## src/rtl/core_pkg.sv

```systemverilog
// Shared definitions for the execute-stage M-extension sequencer:
// funct3 op codes, FSM state encoding and a small op-class helper.
package core_pkg;

    localparam logic [2:0] MULDIV_MUL    = 3'b000;
    localparam logic [2:0] MULDIV_MULH   = 3'b001;
    localparam logic [2:0] MULDIV_MULHSU = 3'b010;
    localparam logic [2:0] MULDIV_MULHU  = 3'b011;
    localparam logic [2:0] MULDIV_DIV    = 3'b100;
    localparam logic [2:0] MULDIV_DIVU   = 3'b101;
    localparam logic [2:0] MULDIV_REM    = 3'b110;
    localparam logic [2:0] MULDIV_REMU   = 3'b111;

    typedef enum logic [1:0] {
        S_IDLE = 2'b00,
        S_CALC = 2'b01,
        S_DONE = 2'b10
    } muldiv_state_e;

    // Divide/remainder ops all have funct3[2] set.
    function automatic logic muldiv_is_div(input logic [2:0] f);
        return f[2];
    endfunction

endpackage

```

## src/rtl/muldiv_core.sv

```systemverilog
// Iterative datapath shared by multiply and divide. The 2*XLEN accumulator
// holds {high product, multiplier} for multiply (shifts right) and
// {remainder, dividend/quotient} for divide (shifts left).
module muldiv_core
    import core_pkg::*;
#(
    parameter int XLEN = 32
) (
    input  logic              clk,
    input  logic              rst,
    input  logic              i_load,
    input  logic              i_step,
    input  logic              i_is_div,
    input  logic [XLEN-1:0]   i_lo_init,
    input  logic [XLEN-1:0]   i_opnd_init,
    output logic [2*XLEN-1:0] o_acc_next
);

    logic [2*XLEN-1:0] r_acc;
    logic [XLEN-1:0]   r_opnd;
    logic [XLEN:0]     w_sum;
    logic [XLEN:0]     w_shl;
    logic [XLEN:0]     w_diff;
    logic [2*XLEN-1:0] w_acc_step;

    // One shift-add (multiply) or restoring subtract (divide) iteration.
    always_comb begin
        w_sum      = {1'b0, r_acc[2*XLEN-1:XLEN]} + {1'b0, r_opnd};
        w_shl      = {r_acc[2*XLEN-1:XLEN], r_acc[XLEN-1]};
        w_diff     = w_shl - {1'b0, r_opnd};
        w_acc_step = r_acc;
        if (i_is_div) begin
            if (w_shl >= {1'b0, r_opnd}) begin
                w_acc_step = {w_diff[XLEN-1:0], r_acc[XLEN-2:0], 1'b1};
            end else begin
                w_acc_step = {w_shl[XLEN-1:0], r_acc[XLEN-2:0], 1'b0};
            end
        end else begin
            if (r_acc[0]) begin
                w_acc_step = {w_sum, r_acc[XLEN-1:1]};
            end else begin
                w_acc_step = {1'b0, r_acc[2*XLEN-1:1]};
            end
        end
    end

    assign o_acc_next = w_acc_step;

    // Accumulator/operand registers: load on op accept, advance on each step.
    always_ff @(posedge clk or posedge rst) begin
        if (rst) begin
            r_acc  <= '0;
            r_opnd <= '0;
        end else if (i_load) begin
            r_acc  <= {{XLEN{1'b0}}, i_lo_init};
            r_opnd <= i_opnd_init;
        end else if (i_step) begin
            r_acc  <= w_acc_step;
        end
    end

endmodule

```

## src/rtl/ex_muldiv_ctrl.sv

```systemverilog
// EX-stage RV32M sequencer: captures operands, runs the iterative core for
// XLEN cycles (or short-cuts divide-by-zero/overflow), stalls the pipe and
// presents a one-cycle done strobe with the sign-corrected result.
module ex_muldiv_ctrl
    import core_pkg::*;
#(
    parameter int XLEN = 32
) (
    input  logic            clk,
    input  logic            rst,
    input  logic            start,
    input  logic [2:0]      funct3,
    input  logic [XLEN-1:0] A,
    input  logic [XLEN-1:0] B,
    input  logic            flush,
    output logic            stall,
    output logic            busy,
    output logic            done,
    output logic [XLEN-1:0] result
);

    localparam int              CW       = $clog2(XLEN);
    localparam logic [CW-1:0]   CNT_LAST = CW'(XLEN - 1);
    localparam logic [XLEN-1:0] INT_MIN  = {1'b1, {(XLEN-1){1'b0}}};

    muldiv_state_e     r_state, w_state_next;
    logic [CW-1:0]     r_counter;
    logic [2:0]        r_funct3;
    logic              r_neg_q, r_neg_r, r_busy, r_done;
    logic [XLEN-1:0]   r_result;

    logic              w_a_signed, w_b_signed, w_sa, w_sb;
    logic [XLEN-1:0]   w_a_mag, w_b_mag, w_lo_init, w_opnd_init;
    logic              w_div_zero, w_ovf, w_special, w_accept;
    logic [XLEN-1:0]   w_special_res, w_final, w_quo, w_rem;
    logic [2*XLEN-1:0] w_acc_next, w_prod;
    logic              w_load, w_step, w_finish;

    // Operand signedness, magnitudes and special-case detection for the op in EX.
    always_comb begin
        w_a_signed = 1'b0;
        w_b_signed = 1'b0;
        case (funct3)
            MULDIV_MUL, MULDIV_MULH: begin
                w_a_signed = 1'b1;
                w_b_signed = 1'b1;
            end
            MULDIV_MULHSU: begin
                w_a_signed = 1'b1;
                w_b_signed = 1'b0;
            end
            MULDIV_DIV, MULDIV_REM: begin
                w_a_signed = 1'b1;
                w_b_signed = 1'b1;
            end
            default: begin
                w_a_signed = 1'b0;
                w_b_signed = 1'b0;
            end
        endcase
        w_sa = w_a_signed & A[XLEN-1];
        w_sb = w_b_signed & B[XLEN-1];
        if (w_sa) begin
            w_a_mag = -A;
        end else begin
            w_a_mag = A;
        end
        if (w_sb) begin
            w_b_mag = -B;
        end else begin
            w_b_mag = B;
        end
        if (muldiv_is_div(funct3)) begin
            w_lo_init   = w_a_mag;
            w_opnd_init = w_b_mag;
        end else begin
            w_lo_init   = w_b_mag;
            w_opnd_init = w_a_mag;
        end
        w_div_zero = muldiv_is_div(funct3) & (B == {XLEN{1'b0}});
        w_ovf      = muldiv_is_div(funct3) & ~funct3[0] & (A == INT_MIN) & (B == {XLEN{1'b1}});
        w_special  = w_div_zero | w_ovf;
        if (w_div_zero) begin
            w_special_res = funct3[1] ? A : {XLEN{1'b1}};
        end else if (w_ovf) begin
            w_special_res = funct3[1] ? {XLEN{1'b0}} : INT_MIN;
        end else begin
            w_special_res = {XLEN{1'b0}};
        end
    end

    assign w_accept = (r_state == S_IDLE) & start & ~flush;

    // Next-state logic and datapath load/step enables.
    always_comb begin
        w_state_next = r_state;
        w_load       = 1'b0;
        w_step       = 1'b0;
        w_finish     = 1'b0;
        case (r_state)
            S_IDLE: begin
                if (w_accept) begin
                    w_load       = 1'b1;
                    w_state_next = w_special ? S_DONE : S_CALC;
                end else begin
                    w_state_next = S_IDLE;
                end
            end
            S_CALC: begin
                if (flush) begin
                    w_state_next = S_IDLE;
                end else begin
                    w_step = 1'b1;
                    if (r_counter == CNT_LAST) begin
                        w_finish     = 1'b1;
                        w_state_next = S_DONE;
                    end else begin
                        w_state_next = S_CALC;
                    end
                end
            end
            S_DONE: begin
                w_state_next = S_IDLE;
            end
            default: begin
                w_state_next = S_IDLE;
            end
        endcase
    end

    muldiv_core #(.XLEN(XLEN)) u_core (
        .clk         (clk),
        .rst         (rst),
        .i_load      (w_load),
        .i_step      (w_step),
        .i_is_div    (muldiv_is_div(r_funct3)),
        .i_lo_init   (w_lo_init),
        .i_opnd_init (w_opnd_init),
        .o_acc_next  (w_acc_next)
    );

    // Sign fix-up and high/low selection on the final iteration's output.
    always_comb begin
        w_prod = r_neg_q ? -w_acc_next : w_acc_next;
        w_quo  = r_neg_q ? -w_acc_next[XLEN-1:0] : w_acc_next[XLEN-1:0];
        w_rem  = r_neg_r ? -w_acc_next[2*XLEN-1:XLEN] : w_acc_next[2*XLEN-1:XLEN];
        case (r_funct3)
            MULDIV_MUL:                              w_final = w_prod[XLEN-1:0];
            MULDIV_MULH, MULDIV_MULHSU, MULDIV_MULHU: w_final = w_prod[2*XLEN-1:XLEN];
            MULDIV_DIV, MULDIV_DIVU:                 w_final = w_quo;
            MULDIV_REM, MULDIV_REMU:                 w_final = w_rem;
            default:                                 w_final = {XLEN{1'b0}};
        endcase
    end

    // State register.
    always_ff @(posedge clk or posedge rst) begin
        if (rst) begin
            r_state <= S_IDLE;
        end else begin
            r_state <= w_state_next;
        end
    end

    // Op capture, iteration counter, result and status flags.
    always_ff @(posedge clk or posedge rst) begin
        if (rst) begin
            r_counter <= '0;
            r_funct3  <= 3'b000;
            r_neg_q   <= 1'b0;
            r_neg_r   <= 1'b0;
            r_result  <= '0;
            r_busy    <= 1'b0;
            r_done    <= 1'b0;
        end else begin
            r_busy <= (w_state_next == S_CALC);
            r_done <= (w_state_next == S_DONE);
            if (w_accept) begin
                r_counter <= '0;
                r_funct3  <= funct3;
                r_neg_q   <= w_sa ^ w_sb;
                r_neg_r   <= w_sa;
                if (w_special) begin
                    r_result <= w_special_res;
                end
            end else if (w_step) begin
                r_counter <= r_counter + CW'(1);
                if (w_finish) begin
                    r_result <= w_final;
                end
            end
        end
    end

    assign stall  = ~rst & (w_accept | (r_state == S_CALC));
    assign busy   = r_busy;
    assign done   = r_done;
    assign result = r_result;

endmodule

```

## config.mk

```make
export PLATFORM = sky130hd
export DESIGN_NAME = ex_muldiv_ctrl
export DESIGN_NICKNAME = d
export VERILOG_FILES = /design/src/rtl/core_pkg.sv /design/src/rtl/muldiv_core.sv /design/src/rtl/ex_muldiv_ctrl.sv
export SDC_FILE = /design/constraint.sdc
export NUM_CORES = 1
export LEC_CHECK = 0
export ABC_AREA = 1
export CAP_MARGIN = 10
export CELL_PAD_IN_SITES_DETAIL_PLACEMENT = 0
export CELL_PAD_IN_SITES_GLOBAL_PLACEMENT = 1
export CORE_UTILIZATION = 46
export DETAILED_ROUTE_END_ITERATION = 10
export HOLD_SLACK_MARGIN = 0.1
export PLACE_DENSITY_LB_ADDON = 0.15
export SYNTH_ARGS = -nofsm -noshare
export SYNTH_HDL_FRONTEND = slang
export SYNTH_SLANG_ARGS = --single-unit
```

## constraint.sdc

```tcl
create_clock -name clk -period 9.2 [get_ports clk]
set_clock_uncertainty 0.05 [all_clocks]
set_input_delay 0.92 -clock clk [delete_from_list [all_inputs] [get_ports clk]]
set_output_delay 0.92 -clock clk [all_outputs]
set_load 0.01 [all_outputs]
```

Word-level counts from Yosys, hierarchy flattened
Cells that the tools add are included.
{"block": "op_classes", "order_cmp": 1, "multipliers": 0, "addsub": 8, "reduce_logical": 13, "n_bitwise": 15, "n_eq_ne": 18, "n_mux": 37, "shifts": 0, "n_div": 0}
{"cell": "32-bit two-way mux", "n": 14}
{"cell": "64-bit two-way mux", "n": 6}
{"cell": "32-bit negator", "n": 4}
{"cell": "32-bit case mux with 4 select lines", "n": 1}
{"cell": "32-bit == test (second input constant)", "n": 2}
{"cell": "64-bit negator", "n": 1}
{"cell": "32-bit by 32-bit adder with 33-bit output", "n": 1}
{"cell": "33-bit by 32-bit >= comparator with 1-bit output", "n": 1}
{"cell": "32-bit zero test", "n": 1}
{"cell": "32-bit subtractor", "n": 1}
{"cell": "3-bit == test (second input constant)", "n": 6}
{"cell": "5-bit two-way mux", "n": 2}
{"cell": "1-bit bitwise AND", "n": 9}
{"cell": "3-bit by 2-bit == test with 1-bit output (second input constant)", "n": 3}
{"cell": "1-bit two-way mux", "n": 9}
{"cell": "2-bit two-way mux", "n": 4}
{"cell": "3-bit by 1-bit == test with 1-bit output (second input constant)", "n": 2}
{"cell": "3-bit zero test", "n": 2}
{"cell": "2-bit nonzero test", "n": 3}
{"cell": "5-bit by 1-bit adder with 5-bit output (second input constant)", "n": 1}
{"cell": "5-bit == test (second input constant)", "n": 1}
{"cell": "5-bit OR reduction", "n": 1}
{"cell": "2-bit by 1-bit == test with 1-bit output (second input constant)", "n": 2}
{"cell": "2-bit case mux with 2 select lines", "n": 1}
{"cell": "other kinds (10)", "n": 14}
{"block": "totals", "register_bits": 142, "output_inout_bits": 35, "ramBits": 0, "wordCells": 102, "latch_bits": 0, "romBits": 0, "n_memories": 0}

Longest topological paths before layout
{"block": "depth", "ltp_word": 9, "mapped_depth": 30}

By module
From an unflattened synthesis, not the netlist that was laid out.
{"block": "hier_totals", "hier_cells": 3565, "hier_area_um2": 19205.9}
{"mod": "muldiv_core", "area_each_um2": 10412.5, "cells_per_inst": 1836, "n_inst": 1, "seq_area_each_um2": 2402.3}
{"mod": "ex_muldiv_ctrl", "area_each_um2": 8793.4, "cells_per_inst": 1729, "n_inst": 1, "seq_area_each_um2": 1151.1}

Worst setup path after synthesis
Ideal clock, no wire load.
{"block": "synth_path", "kind": "reg2reg", "start": "register u_core.r_opnd[28]", "end": "register r_result[26] (netlist: result[26])", "arrival_time_ns": 3.301, "setup_slack_ns": 5.731, "t_required_ns": 9.032, "stages_incl_launch_ff": 26, "synth_period_minus_slack_ns": 3.469, "cell_sequence": "dfrtp_1 > inv_1 > ha_1 > a21oi_2 > nand2_1 > a21oi_1 > nand2_1 > nor2_4 > nand3_2 > nand2_1 > ha_1 > nand3_1 > nor2_2 > nand3_1 > nor2_2 > nand4_1 > nor3_1 > nand3_1 > nor2_1 > nand2_1 > nand2_1 > nand3_1 > nand3_1 > nand2_1 > a21oi_1 > nor2_1"}
{"block": "synth_between", "elab_chain_cells": 9}
{"item": "start: declaration", "line_no": "muldiv_core.sv:20", "source": "logic [XLEN-1:0] r_opnd;"}
{"item": "start signal: assignment", "line_no": "muldiv_core.sv:56", "source": "r_opnd <= i_opnd_init;"}
{"item": "33-bit by 32-bit >= comparator with 1-bit output (*)", "line_no": "muldiv_core.sv:33", "source": "if (w_shl >= {1'b0, r_opnd}) begin"}
{"item": "64-bit two-way mux (*)", "line_no": "muldiv_core.sv:33"}
{"item": "64-bit two-way mux (*)", "line_no": "muldiv_core.sv:32", "source": "if (i_is_div) begin"}
{"item": "64-bit negator (tied with other cells)", "line_no": "ex_muldiv_ctrl.sv:144", "source": "w_prod = r_neg_q ? -w_acc_next : w_acc_next;"}
{"item": "64-bit two-way mux (tied with other cells)", "line_no": "ex_muldiv_ctrl.sv:144"}
{"item": "32-bit case mux with 4 select lines (*)", "line_no": "ex_muldiv_ctrl.sv:147", "source": "case (r_funct3)"}
{"item": "32-bit two-way mux (*)", "line_no": "ex_muldiv_ctrl.sv:188", "source": "if (w_finish) begin"}
{"item": "32-bit two-way mux (*)", "line_no": "ex_muldiv_ctrl.sv:186", "source": "end else if (w_step) begin"}
{"item": "32-bit two-way mux (*)", "line_no": "ex_muldiv_ctrl.sv:178", "source": "if (w_accept) begin"}
{"item": "end signal: assignment", "line_no": "ex_muldiv_ctrl.sv:184", "source": "r_result <= w_special_res;"}
{"item": "end signal: assignment", "line_no": "ex_muldiv_ctrl.sv:189", "source": "r_result <= w_final;"}
{"item": "end: declaration", "line_no": "ex_muldiv_ctrl.sv:30", "source": "logic [XLEN-1:0] r_result;"}
Every way passes the cells marked *; elsewhere a longest branch is shown, timed or not. The select of a mux whose other input is x is not followed.
A chain may end at the register's enable or synchronous reset.

Worst setup path after layout
{"block": "layout_path", "start": "input port A[25]", "end": "register r_result[17] (netlist: result[17])"}
{"block": "layout_between", "elab_chain_cells": 7}
{"item": "start: declaration", "line_no": "ex_muldiv_ctrl.sv:13", "source": "input logic [XLEN-1:0] A,"}
{"item": "32-bit == test (*)", "line_no": "ex_muldiv_ctrl.sv:81", "source": "w_ovf = muldiv_is_div(funct3) & ~funct3[0] & (A == INT_MIN) & (B == {XLEN{1'b1}});"}
{"item": "1-bit bitwise AND (*) (2 in series)", "line_no": "ex_muldiv_ctrl.sv:81"}
{"item": "32-bit two-way mux", "line_no": "ex_muldiv_ctrl.sv:85", "source": "end else if (w_ovf) begin"}
{"item": "32-bit two-way mux", "line_no": "ex_muldiv_ctrl.sv:83", "source": "if (w_div_zero) begin"}
{"item": "32-bit two-way mux", "line_no": "ex_muldiv_ctrl.sv:183", "source": "if (w_special) begin"}
{"item": "32-bit two-way mux", "line_no": "ex_muldiv_ctrl.sv:178"}
Marks and branches as above.

==> flow_summary.rst <==
.. list-table::
   :header-rows: 1

   * - Metric
     - Value
   * - Largest stage delay, worst path
     - 0.87 ns
   * - Setup Total Neg Slack
     - 0 ns
   * - Half-perimeter wire length of the detailed placement result
     - 70.10 mm
   * - Number of pins exceeding their max-slew limit in the final report
     - 0
   * - Placed instance count
     - 3632
   * - Crit path cell chain
     - clkdlybuf4s50_1, nor4_1, nand4_1, nor4_1, nand4_1, nand3_1, nand2_1, inv_2, nand3_1, a21oi_1, nor2_1
   * - Sequential cell area
     - 3558 µm²
   * - Gates resized, CTS repair
     - 0
   * - Portion of the post-synthesis area used by sequential elements
     - 19.96%
   * - Minimum hold slack
     - 0.4662 ns
   * - Count of flip-flops with a built-in enable after synthesis
     - 0
   * - Maximum number of pins on one net before global-route repair
     - 87
   * - Worst slew margin relative to its limit
     - 16.29%
   * - Start point of the critical path
     - A[25]
   * - Commonest non-fill, non-tap cell in the layout
     - sky130_fd_sc_hd__nand2_1
   * - RSZ-0062 raised after global routing
     - no
   * - Number of nets with antenna violations after routing
     - 0
   * - Global-route total usage across every layer
     - 44.35%
   * - Worst path top cell family by delay
     - simple AND/OR/NAND/NOR gates
   * - Area growth from synthesis to final layout
     - 11.35%
   * - Simple logic cell fraction of the synthesized area
     - 41.60%
   * - Beginning of the worst register-to-register path
     - u_core.r_opnd[12]
   * - Global routing usage on met3
     - 10.94%
   * - CTS Root Buffer Type
     - sky130_fd_sc_hd__clkbuf_16
   * - Share of synthesized cell area in full adder, half adder and majority cells
     - 5.214%
   * - Library cell with the largest summed area after synthesis
     - sky130_fd_sc_hd__dfrtp_1
   * - Crit path max-delay cell type
     - sky130_fd_sc_hd__inv_2
   * - Setup slack at placement
     - 3.557 ns
   * - Met1 Track Usage GR
     - 52.20%
   * - Antenna violations before repair
     - 2
   * - Height of the die
     - 198.7 µm
   * - Final setup fails
     - 0
   * - Worst hold path class
     - flip-flop to flip-flop
   * - Area of the multi-input gates
     - 11900 µm²
   * - CP Capture Type
     - flip-flop
   * - Largest family of logic cells by synthesized area
     - simple AND/OR/NAND/NOR gates
   * - Via count of the first global-routing pass
     - 20557
   * - Share of synthesized area spent on multiplexers
     - 0%
   * - Placer Congestion
     - 1.125
   * - Critical path buffers and inverters
     - 2
   * - Instance count of the mapped netlist
     - 3098
   * - Data arrival, critical path
     - 5.59 ns
   * - End point of the worst hold path
     - u_core.r_acc[18]
   * - Proportion of synthesized flip-flops having asynchronous set or reset
     - 100.0%
   * - CTS HTree Levels
     - 4
   * - Maximum capacitance violations
     - 0
   * - Number of sinks handled by clock tree synthesis
     - 142
   * - Wire length of the first global-routing pass
     - 127.6 mm
   * - Worst Slack Setup Final
     - 3.901 ns
   * - Slew of the pin with the lowest slew margin
     - 1.243 ns
   * - Total power per unit cell area
     - 398.4 nW/µm²
   * - Antenna diodes
     - 0
   * - Top-level I/O count
     - 106
   * - Hold path depth
     - 2
   * - Number of flip-flops and latches in the synthesized netlist
     - 142
   * - # fillers
     - 4092
   * - FF-to-FF path depth
     - 25
   * - Post-CTS setup buffer count
     - 0
   * - Worst supply voltage drop on vdd
     - 224.3 µV
   * - Run status
     - finished, final reports clean
   * - Drt wl/cell
     - 23.72 µm
   * - Die outline width
     - 198.7 µm
   * - Netlist area before placement
     - 17800 µm²
   * - Finished Core Util
     - 52.39%
   * - Fmax
     - 0.1887 GHz
   * - Critical path data required time
     - 9.49 ns
   * - Main area contributors after synthesis
     - sky130_fd_sc_hd__dfrtp_1, sky130_fd_sc_hd__nand2_1, sky130_fd_sc_hd__inv_1
   * - GR Layer Usage met2
     - 70.49%
   * - Area share of the largest cell type after synthesis
     - 19.96%
   * - Fraction of final layout cells with drive strength greater than 1
     - 5.108%
   * - Crit Path Category
     - primary input to flip-flop
   * - Fin crit period
     - 5.299 ns
   * - Non-filler instance count after layout
     - 3663
   * - Insertion delay of the later-clocked pin in the worst-skew pair
     - 0.47 ns
   * - XOR/XNOR share of the synthesized area
     - 4.870%
   * - Starting DRC count in detailed routing
     - 2852
   * - Average cell area after synthesis
     - 5.747 µm²
   * - Via-to-Cell Ratio
     - 5.990
   * - Post-layout nets
     - 3284
   * - Count of distinct cell types in the synthesized netlist
     - 53
   * - Port Buffers
     - 105
   * - Reg-to-reg slack, setup
     - 4.16 ns
   * - Busiest layer in global routing
     - met2
   * - Via count
     - 21940
   * - Final number of hold-violating endpoints
     - 0
   * - Remaining Overflow, GRT
     - 0
   * - Total CTS buffers
     - 17
   * - Die Footprint
     - 39500 µm²
   * - Remaining DRCs
     - 0
   * - Commonest cells after routing, fill and taps aside
     - sky130_fd_sc_hd__nand2_1, sky130_fd_sc_hd__inv_1, sky130_fd_sc_hd__nor2_1
   * - Tcrit/Tclk final
     - 57.60%
   * - Hold path start
     - u_core.r_acc[18]
   * - Hold-fix buffer count after cts
     - 0
   * - Total Routed Length
     - 86.87 mm
   * - Clock Path Buffers
     - 2
   * - Synthesized net count
     - 3242
   * - Commonest register cell after synthesis
     - sky130_fd_sc_hd__dfrtp_1
   * - Clock transition at the register clock pins on the worst setup and hold paths after CTS
     - 0.06 ns
   * - Core area
     - 37840 µm²
   * - Number of synthesis warnings
     - 0
   * - Synth Area in Compound Gates
     - 15.05%
   * - Startpoint kind of the worst setup timing path
     - primary input
   * - Standard-cell row count
     - 71
   * - Leakage power summed over all cells
     - 10.20 nW
   * - Worst R2R End
     - result[18]
   * - CP max FO
     - 45
   * - Count of TritonRoute iterations in the first routing pass
     - 8
   * - Clock tree from TritonCTS
     - done
   * - Initial Util
     - 47.05%
[registers in the layout, summed over array words and instances (netlist names)]
register	cells
u_core.r_acc	64
r_funct3	3
r_state	2
r_neg_r	1
result	32
done	1
r_counter	5
busy	1
u_core.r_opnd	32
r_neg_q	1
[worst reg2reg max path: cells and delay by family (launching register included)]
family	cells	cell delay, ns
flip-flops	1	0.47
AO/OA/AOI/OAI	3	0.57
buffers and inverters	4	0.85
adder cells (fa/ha/maj)	2	0.67
AND/OR/NAND/NOR	16	2.36
[cell type report]
| type | instances | area share, % |
|---|---|---|
| multi-input cells | 2346 | 60.02 |
| flip-flops and latches | 142 | 17.95 |
| inverters | 505 | 9.587 |
| repair buffers | 128 | 6.172 |
| well taps | 511 | 3.225 |
| clock buffers | 19 | 2.234 |
| clock inverters | 12 | 0.8141 |
[kinds of logic (layout without fill, tap and decap cells)]
| family | after synthesis | after routing |
|---|---|---|
| adders and majority gates | 73 | 73 |
| and+or+nand+nor | 1711 | 1711 |
| xor gates and xnor gates | 99 | 99 |
| DFF | 142 | 142 |
| buffers and inverters | 610 | 664 |
| AOI/OAI and AO/OA | 463 | 463 |
[worst max-delay path by stage]
| stage | end | cells after the start |
|---|---|---|
| 3_5_place_dp | result[17] | 17 |
| 6_report | result[17] | 11 |
| 5_1_grt | result[17] | 14 |
| 3_3_place_gp | result[17] | 11 |
| 4_1_cts | result[17] | 14 |
| 2_1_floorplan | busy | 1 |
[synthesized netlist by cell type (7+ instances only)]
master	count
sky130_fd_sc_hd__a21oi_1	156
sky130_fd_sc_hd__a22oi_1	23
sky130_fd_sc_hd__a31oi_1	8
sky130_fd_sc_hd__buf_1	14
sky130_fd_sc_hd__buf_2	23
sky130_fd_sc_hd__clkbuf_1	63
sky130_fd_sc_hd__clkinv_1	8
sky130_fd_sc_hd__dfrtp_1	142
sky130_fd_sc_hd__ha_1	71
sky130_fd_sc_hd__inv_1	490
sky130_fd_sc_hd__inv_2	7
sky130_fd_sc_hd__nand2_1	904
sky130_fd_sc_hd__nand2_2	11
sky130_fd_sc_hd__nand3_1	266
sky130_fd_sc_hd__nand3_2	20
sky130_fd_sc_hd__nand3b_1	13
sky130_fd_sc_hd__nand4_1	59
sky130_fd_sc_hd__nor2_1	332
sky130_fd_sc_hd__nor2_2	28
sky130_fd_sc_hd__nor3_1	31
sky130_fd_sc_hd__nor4_1	14
sky130_fd_sc_hd__o211ai_1	37
sky130_fd_sc_hd__o21ai_0	152
sky130_fd_sc_hd__o21ai_1	7
sky130_fd_sc_hd__o221ai_1	12
sky130_fd_sc_hd__o22ai_1	34
sky130_fd_sc_hd__or2_2	14
sky130_fd_sc_hd__xnor2_1	18
sky130_fd_sc_hd__xor2_1	81
[routing by layer]
metal  wire (µm)  share of wire (%)
met5          13              0.015
met4        7281                8.4
met3        9257                 11
met2       38300                 44
met1       32020                 37
[metrics by stage]
stage / total power [mW] / cell area [µm²]
after global placement: 6.883 / 19220
after global routing: 8.346 / 19830
after detailed placement: 6.887 / 19220
final: 7.899 / 19830
after floorplan: 4.841 / 17800
after CTS: 7.657 / 19830
[power breakdown]
part | total [mW] | internal (mW) | switching [mW]
sequential | 1.17 | 0.862 | 0.306
clock | 0.755 | 0.434 | 0.320
combinational | 5.98 | 1.69 | 4.28
(Power assumes the default switching activity.)
